<file path="src/rtl/lcd_hd44780_drv.sv">
//------------------------------------------------------------------------------
// Module      : lcd_hd44780_drv
// Description : Buffers LCD command/data words in a FIFO and replays each one
//               onto HD44780 pins with setup, enable-pulse, hold and exec timing.
// Revision    : 1.0 - initial release
//------------------------------------------------------------------------------
`default_nettype none

module lcd_hd44780_drv #(
  parameter int FIFO_DEPTH  = 8,
  parameter int T_SETUP     = 2,
  parameter int T_PW        = 12,
  parameter int T_HOLD      = 2,
  parameter int T_EXEC      = 2000,
  parameter int T_EXEC_LONG = 82000
) (
  input  logic        i_clk,
  input  logic        i_rst,
  input  logic [31:0] i_lcd_word,
  input  logic        i_lcd_vld,
  output logic        o_full,
  output logic        o_ovf,
  output logic        o_busy,
  output logic        o_lcd_on,
  output logic        o_lcd_en,
  output logic        o_lcd_rs,
  output logic        o_lcd_rw,
  output logic [7:0]  o_lcd_data
);

  localparam int c_AW = (FIFO_DEPTH > 1) ? $clog2(FIFO_DEPTH) : 1;
  localparam int c_CW = c_AW + 1;

  localparam int c_TMAX_A = (T_SETUP > T_PW) ? T_SETUP : T_PW;
  localparam int c_TMAX_B = (T_HOLD > T_EXEC) ? T_HOLD : T_EXEC;
  localparam int c_TMAX_C = (c_TMAX_A > c_TMAX_B) ? c_TMAX_A : c_TMAX_B;
  localparam int c_TMAX   = (c_TMAX_C > T_EXEC_LONG) ? c_TMAX_C : T_EXEC_LONG;
  localparam int c_TW     = $clog2(c_TMAX + 1);

  localparam logic [c_TW-1:0] c_LD_SETUP = c_TW'(T_SETUP - 1);
  localparam logic [c_TW-1:0] c_LD_PW    = c_TW'(T_PW - 1);
  localparam logic [c_TW-1:0] c_LD_HOLD  = c_TW'(T_HOLD - 1);
  localparam logic [c_TW-1:0] c_LD_EXEC  = c_TW'(T_EXEC - 1);
  localparam logic [c_TW-1:0] c_LD_LONG  = c_TW'(T_EXEC_LONG - 1);
  localparam logic [c_CW-1:0] c_DEPTH    = c_CW'(FIFO_DEPTH);

  localparam logic [2:0] S_IDLE  = 3'd0;
  localparam logic [2:0] S_SETUP = 3'd1;
  localparam logic [2:0] S_PULSE = 3'd2;
  localparam logic [2:0] S_HOLD  = 3'd3;
  localparam logic [2:0] S_EXEC  = 3'd4;

  // Entry layout: {ON, RS, DATA[7:0]}
  logic [9:0]      r_mem [FIFO_DEPTH];
  logic [c_AW-1:0] r_wptr;
  logic [c_AW-1:0] r_rptr;
  logic [c_CW-1:0] r_count;
  logic            r_ovf;

  logic [2:0]      r_state;
  logic [c_TW-1:0] r_timer;
  logic            r_en;
  logic            r_on;
  logic            r_rs;
  logic [7:0]      r_data;

  logic            w_push;
  logic            w_pop;
  logic            w_timer_zero;
  logic            w_long;
  logic [9:0]      w_head;
  logic [9:0]      w_in;
  logic            w_unused_bits;

  assign w_in          = {i_lcd_word[31], i_lcd_word[9], i_lcd_word[7:0]};
  assign w_unused_bits = ^{i_lcd_word[30:10], i_lcd_word[8]};
  assign w_head        = r_mem[r_rptr];

  assign o_full       = (r_count == c_DEPTH);
  assign w_push       = i_lcd_vld && !o_full;
  assign w_pop        = (r_state == S_IDLE) && (r_count != '0);
  assign w_timer_zero = (r_timer == '0);
  // Clear and return-home need the long execution wait.
  assign w_long       = !r_rs && ((r_data == 8'h01) || (r_data == 8'h02) ||
                                  (r_data == 8'h03));

  always_ff @(posedge i_clk) begin
    if (w_push) begin
      r_mem[r_wptr] <= w_in;
    end
  end

  always_ff @(posedge i_clk) begin
    if (i_rst) begin
      r_wptr  <= '0;
      r_rptr  <= '0;
      r_count <= '0;
      r_ovf   <= 1'b0;
    end else begin
      if (w_push) begin
        r_wptr <= r_wptr + c_AW'(1);
      end
      if (w_pop) begin
        r_rptr <= r_rptr + c_AW'(1);
      end
      case ({w_push, w_pop})
        2'b10:   r_count <= r_count + c_CW'(1);
        2'b01:   r_count <= r_count - c_CW'(1);
        default: r_count <= r_count;
      endcase
      if (i_lcd_vld && o_full) begin
        r_ovf <= 1'b1;
      end
    end
  end

  always_ff @(posedge i_clk) begin
    if (i_rst) begin
      r_state <= S_IDLE;
      r_timer <= '0;
      r_en    <= 1'b0;
      r_on    <= 1'b0;
      r_rs    <= 1'b0;
      r_data  <= '0;
    end else begin
      case (r_state)
        S_IDLE: begin
          r_en <= 1'b0;
          if (w_pop) begin
            r_on    <= w_head[9];
            r_rs    <= w_head[8];
            r_data  <= w_head[7:0];
            r_timer <= c_LD_SETUP;
            r_state <= S_SETUP;
          end
        end
        S_SETUP: begin
          if (w_timer_zero) begin
            r_en    <= 1'b1;
            r_timer <= c_LD_PW;
            r_state <= S_PULSE;
          end else begin
            r_timer <= r_timer - c_TW'(1);
          end
        end
        S_PULSE: begin
          if (w_timer_zero) begin
            r_en    <= 1'b0;
            r_timer <= c_LD_HOLD;
            r_state <= S_HOLD;
          end else begin
            r_timer <= r_timer - c_TW'(1);
          end
        end
        S_HOLD: begin
          if (w_timer_zero) begin
            r_timer <= w_long ? c_LD_LONG : c_LD_EXEC;
            r_state <= S_EXEC;
          end else begin
            r_timer <= r_timer - c_TW'(1);
          end
        end
        S_EXEC: begin
          if (w_timer_zero) begin
            r_state <= S_IDLE;
          end else begin
            r_timer <= r_timer - c_TW'(1);
          end
        end
        default: begin
          r_en    <= 1'b0;
          r_timer <= '0;
          r_state <= S_IDLE;
        end
      endcase
    end
  end

  assign o_ovf      = r_ovf;
  assign o_busy     = (r_state != S_IDLE) || (r_count != '0);
  assign o_lcd_on   = r_on;
  assign o_lcd_en   = r_en;
  assign o_lcd_rs   = r_rs;
  assign o_lcd_rw   = 1'b0;
  assign o_lcd_data = r_data;

endmodule

`default_nettype wire

</file>
<file path="config.mk">
export PLATFORM = sky130hd
export DESIGN_NAME = lcd_hd44780_drv
export DESIGN_NICKNAME = d
export VERILOG_FILES = /design/src/rtl/lcd_hd44780_drv.sv
export SDC_FILE = /design/constraint.sdc
export NUM_CORES = 1
export LEC_CHECK = 0
export ABC_AREA = 1
export CELL_PAD_IN_SITES_DETAIL_PLACEMENT = 0
export CELL_PAD_IN_SITES_GLOBAL_PLACEMENT = 1
export CORE_UTILIZATION = 48
export DETAILED_ROUTE_END_ITERATION = 16
export PLACE_DENSITY_LB_ADDON = 0.12
export SLEW_MARGIN = 20
export SYNTH_ARGS = -nofsm -noshare
export SYNTH_HDL_FRONTEND = slang
export SYNTH_SLANG_ARGS = --single-unit
</file>
<file path="constraint.sdc">
create_clock -name i_clk -period 3.7 [get_ports i_clk]
set_input_delay 0.37 -clock i_clk [delete_from_list [all_inputs] [get_ports i_clk]]
set_output_delay 0.37 -clock i_clk [all_outputs]
set_load 0.005 [all_outputs]
</file>
==> results of run 1 <==
[sequential cells by signal, summed over array words and instances (netlist names)]
register	cells
r_timer	17
r_wptr	3
o_lcd_en	1
o_lcd_on	1
r_state	3
o_lcd_data	8
r_rptr	3
o_lcd_rs	1
r_count	4
o_ovf	1
r_mem	80
[report_power, final]
group | internal [mW] | leakage (nW) | switching (mW)
Combinational | 0.853 | 1.11 | 1.55
Clock | 0.933 | 0.277 | 0.631
Sequential | 1.67 | 1.07 | 0.153
[cell families (layout without fill, tap and decap cells)]
logic type,after synthesis,in the layout,synth area share
compound gates,121,121,0.127
fa+ha+maj,7,7,0.0174
flops,122,122,0.595
other cells,1,1,0.000688
buf+inv,70,117,0.0519
xor+xnor,8,8,0.0129
simple gates,243,243,0.195
[metrics by stage]
step           setup WS, ns  power [mW]  cells
2_1_floorplan          1.57        3.61    572
3_3_place_gp           1.40        4.21    727
3_5_place_dp           1.37        4.25    727
4_1_cts                1.42        5.83    759
5_1_grt                1.17        6.24    759
6_report               1.43        5.79    759
[Yosys cell counts, types with 3 or more instances]
cell / instances / area share
o221ai_1: 10 / 0.016
nand3_1: 19 / 0.017
ha_1: 6 / 0.014
xor2_1: 6 / 0.0096
inv_1: 45 / 0.031
o211ai_1: 10 / 0.014
dfxtp_1: 42 / 0.15
o22ai_1: 10 / 0.011
buf_4: 3 / 0.0041
nor3_1: 4 / 0.0037
or2_2: 4 / 0.0046
o21ai_0: 51 / 0.047
edfxtp_1: 80 / 0.44
a21oi_1: 36 / 0.033
nand2_1: 107 / 0.074
nor2_1: 92 / 0.063
clkbuf_1: 18 / 0.012
[path summary, 6_finish.rpt]
check | start | to
worst min-delay path | o_ovf$_SDFFE_PP0P_ | o_ovf$_SDFFE_PP0P_
worst max register to register | r_state[2]$_SDFFE_PP0P_ | r_count[3]$_SDFFE_PP0P_
worst max-delay path | r_state[2]$_SDFFE_PP0P_ | o_busy
worst min register to register | o_ovf$_SDFFE_PP0P_ | o_ovf$_SDFFE_PP0P_
[placed cells by master, fill, tap and decap left out, types with 2 or more instances in the layout]
cell / count
clkinv_2: 2
a211oi_1: 2
clkinv_4: 4
nor2_2: 2
nand3_1: 19
a21oi_1: 36
nand2_4: 2
dfxtp_1: 42
xnor2_1: 2
xor2_1: 6
nor2_4: 2
nor3_1: 4
clkbuf_16: 17
ha_1: 6
o221ai_1: 10
inv_2: 3
nor2_1: 92
nand3b_1: 2
nand4_1: 2
or2_2: 4
o22ai_1: 10
clkdlybuf4s50_1: 26
buf_4: 12
inv_6: 6
inv_1: 44
nand2_1: 107
edfxtp_1: 80
o21ai_0: 51
o211ai_1: 10
[layout make-up]
type	count	area, µm²
inverter	47	176
clock inverter	15	139
fill	961	4500
clock buffer	17	425
tap	140	175
sequential	122	3240
multi-input combinational	380	1920
timing repair buffer	38	350
[worst min-delay path, delay by kind of cell, from the launching register on]
| family | cells | cell delay [ns] |
|---|---|---|
| flops | 1 | 0.31 |
| buf+inv | 1 | 0.04 |
| compound gates | 1 | 0.05 |
[per-layer routing]
metal	vias up	part of all wire
met5	-	0
met4	0	0.0033
met3	6	0.052
met1	1853	0.48
li1	2028	-
met2	88	0.46
==> out/metrics.cfg, run 1 <==
[place]
placement.io_buffers=26
place.detailed.hpwl_mm=7.52
finalWeightedCongestion=0.779
placed_area_um2=5870

[grt]
grt_antenna_before_repair=0
grt_overflow=0
grt_max_degree=44
grt.met1_usage=0.312
grt_pass1_wl_mm=19.5
grtUsageMet2=0.348
grt_pass1_vias=3805
grt_busiest_layer=met2
grt.total_usage=0.229
grt_util_met3=0.0681

[clock_network]
clock-root-buffer=clkbuf_16
cts_hold_buffers=0
clock_tree_from_tritoncts=done
cts_resized=0
htreeDepth=4
postCtsSetupRepairBufs=0
cts_sinks=122
cts_made_buffers=17
clock_latency_ns=0.42
path_clk_slew_ns=0.06
cts_max_path_buffers=2

[route]
totalWireLength_mm=12.0
route.detailed.vias_per_inst=5.24
drt_pass1_iterations=4
post_drt_wl_per_cell_um=15.8
drc_violation_count_after_routing=0
drt_iter0_drc=316
final_antenna_net_count=0
num_vias=3975

[sta]
slew_headroom=0.440
timing.clock.skew_ns=0.00812
fin_tns_setup_ns=0
unrepaired_setup_endpoints_after_global_routing=false
setup_viol=0
slew_viol_final=0
fin_crit_sh=0.615
timing.fmax_ghz=0.440
final.hold.worst_slack_ns=0.450
timing.final.crit_period_ns=2.27
max_slew.worst_pin.slew_ns=0.839
final_hold_violation_count=0

[synthesis]
syn_area_per_cell_um2=9.53
synth_seq_cells=122
mappedNetlistNets=614
synth_enable_flop_cells=80
synthArstFlopShare=0
synth.lib_cells_used.distinct=38
syn-cell-area_um2=5450
yosys_warnings=0
postSynthCellCount=572
yosysSeqAreaShare=0.595
dominantRegCellSynth=edfxtp_1

[floorplan]
initial_utilization=0.498
die_y_um=109
fp.coreArea_um2=10900
die_x_um=109
rows=38
die_area_um2=11800
io_pins=50

[flow_run]
maxCapViolCount=0

[setup_path]
worstSetupStartpointType=flop
setup.worst_path.end_class=output pin
worst_path_max_delay_cell=clkdlybuf4s50_1
arrival_ns=1.90
worstSetupPathDepth=5
reg2regPathDepth=14
r2r_slack_ns=1.49
criticalPathCategory=reg -> out
critPathMaxFanout=6
critical-path-top-delay-family=buffers and inverters
crit_path_frequent_cell=nor2_1
worst-endpoint-required_ns=3.33
critical_path.max_stage_delay_ns=0.48
critical_path.n_buffers_inverters=2
worstPathCellList=nor2_1 > nand2_1 > nor2_1 > inv_1 > clkdlybuf4s50_1

[run_status]
outcome=complete, no violations

[hold_path]
timing.hold.worst_path_depth=2
hold_class=reg -> reg

[cells_and_area]
num-nets-final=648
finalCoreUtilization=0.588
drive_above_1_share=0.102
diodes=0
final_design_area_no_fill_um2=6430
area.growth.synth_to_final_pct=18.0

[power_and_ir_drop]
worst_ir_drop_vdd_uv=513
power.leakage_nw=2.45
power.density_nw_per_um2=899

(Power assumes the default switching activity.)
==> run 2, diff against run 1 <==
- CORE_UTILIZATION: 48 -> 40
- clock period: 3.7 -> 2 ns (I/O delays scaled with it)
==> run 2 against run 1 <==
Utilization fell by 8.3 points. Setup slack lost 1.3 ns. Hold slack lost 0.045 ns. Total power rose by 88%. Critical path type unchanged.
==> out/metrics.cfg, run 2 (synthesis results as in run 1) <==
[clock_network]
cts_made_buffers=17
cts_max_path_buffers=2
path_clk_slew_ns=0.06
clock_latency_ns=0.41
htreeDepth=4
clock_tree_from_tritoncts=done
postCtsSetupRepairBufs=0
clock-root-buffer=clkbuf_16
cts_sinks=122

[setup_path]
worst_path_max_delay_cell=clkdlybuf4s50_1
criticalPathCategory=reg -> out
setup.worst_path.end_class=output pin
critical_path.max_stage_delay_ns=0.45
critical-path-top-delay-family=buffers and inverters
worst-endpoint-required_ns=1.80
worstPathCellList=nor2_1 > nand2_2 > nor2_4 > inv_2 > clkdlybuf4s50_1
arrival_ns=1.71
critPathMaxFanout=5
critical_path.n_buffers_inverters=2
worstSetupStartpointType=flop

[power_and_ir_drop]
internal_power_mw=6.49
power.leakage_nw=2.52
share_of_total_power_in_combinational_logic=0.446
power.switching_fraction=0.403
power.switching_mw=4.37
p_clk_frac=0.243
pwr-share-seq=0.311
worst_ir_drop_vdd_uv=582
power.density_nw_per_um2=1620
power.total_mw=10.9

[route]
drt_iter0_drc=273
final_antenna_net_count=0
num_vias=4112
drc_violation_count_after_routing=0
post_drt_wl_per_cell_um=15.9
drt_pass1_iterations=4
route.detailed.vias_per_inst=5.08
totalWireLength_mm=12.9

[hold_path]
hold_class=in -> reg

[grt]
grt_antenna_before_repair=0
grt_pass1_wl_mm=21.0
grt_max_degree=44
grt.total_usage=0.199
grt_overflow=0
grt_pass1_vias=4086

[cells_and_area]
num-nets-final=663
largest_register_ffs=80
area.growth.synth_to_final_pct=22.9
diodes=0
drive_above_1_share=0.134
most_common_cell_after_layout_fill_and_taps_aside=nand2_1
max_flop_register=r_mem
layout_common_cells=nand2_1 (105), nor2_1 (89), edfxtp_1 (80), o21ai_0 (50), inv_1 (43)

[floorplan]
io_pins=50
rows=42
die_x_um=119
fp.coreArea_um2=13200
die_y_um=119
initial_utilization=0.412
die_area_um2=14100

[sta]
final_hold_violation_count=0
slew_viol_final=0
timing.fmax_ghz=0.524
timing.clock.skew_ns=0.00757
setup_viol=0
timing.final.crit_period_ns=1.91
worst_slack_ns=0.0928
fin_crit_sh=0.954

[place]
place.detailed.hpwl_mm=8.29
pre_cts_slack_ns=-0.0511
placement.io_buffers=26
finalWeightedCongestion=0.766

[run_status]
outcome=complete, no violations

[flow_run]
maxCapViolCount=0

==> run 2: final timing paths <==
kind	start	cells after the start	to	slack, ns
worst max-delay path	r_state[2]$_SDFFE_PP0P_	5	o_busy	0.09
worst min-delay path	i_lcd_vld	3	o_ovf$_SDFFE_PP0P_	0.41
worst min register to register	o_ovf$_SDFFE_PP0P_	2	o_ovf$_SDFFE_PP0P_	0.46
worst max register to register	r_timer[0]$_SDFFE_PP0P_	11	r_timer[12]$_SDFFE_PP0P_	0.16
==> run 2: through the flow <==
stage	instance area [µm²]	cells	TNS, ns	hold slack [ns]	util
floorplan	5460	572	0	0.299	-
global placement	6120	778	-0.0482	0.437	0.462
detailed placement	6120	778	-0.0511	0.454	0.462
CTS	6640	810	0	0.363	0.501
global route	6700	810	-0.0279	0.419	0.506
finish	6700	810	0	0.405	0.506
==> run 2: power groups by stage <==
stage	combinational [mW]	sequential (mW)	clock [mW]
global placement	4.67	3.41	0
global route	5.48	3.43	2.81
floorplan	3.35	3.37	0
detailed placement	4.73	3.42	0
finish	4.84	3.38	2.64
CTS	4.76	3.37	2.70
==> run 2: worst reg2reg max path: cells and delay by family, from the launching register on <==
kind                       cells  cell delay [ns]
adders and majority gates      1             0.28
and+or+nand+nor                8             0.86
DFF                            1             0.32
buffers and inverters          2             0.27
==> run 2: layer usage <==
metal  wire length [µm]  GRT usage  vias to the layer above
li1                   -          -                     2057
met1               5640      0.234                     1963
met2               6670      0.344                       73
met3                356     0.0521                       19
met4                194     0.0767                        0
met5                  0          0                        -
==> run 2: timing repair <==
item / in CTS / in global routing
setup endpoints to repair: 1 / 3
gates resized for setup: 2 / 13
pin swaps: 0 / 3
hold buffers: 0 / 0
==> run 2: final cells by class <==
| cell class | instances | area [µm²] |
|---|---|---|
| Clock buffer | 18 | 429 |
| Clock inverter | 14 | 82.6 |
| Fill cell | 1242 | 6550 |
| Inverter | 47 | 176 |
| Multi-Input combinational cell | 380 | 1990 |
| Sequential cell | 122 | 3240 |
| Tap cell | 176 | 220 |
| Timing Repair Buffer | 53 | 551 |
==> run 3, diff against run 2 <==
- SLEW_MARGIN: 20 -> 25
==> results of run 3 <==
Final layout, timing and power as in run 2 (identical DEF).
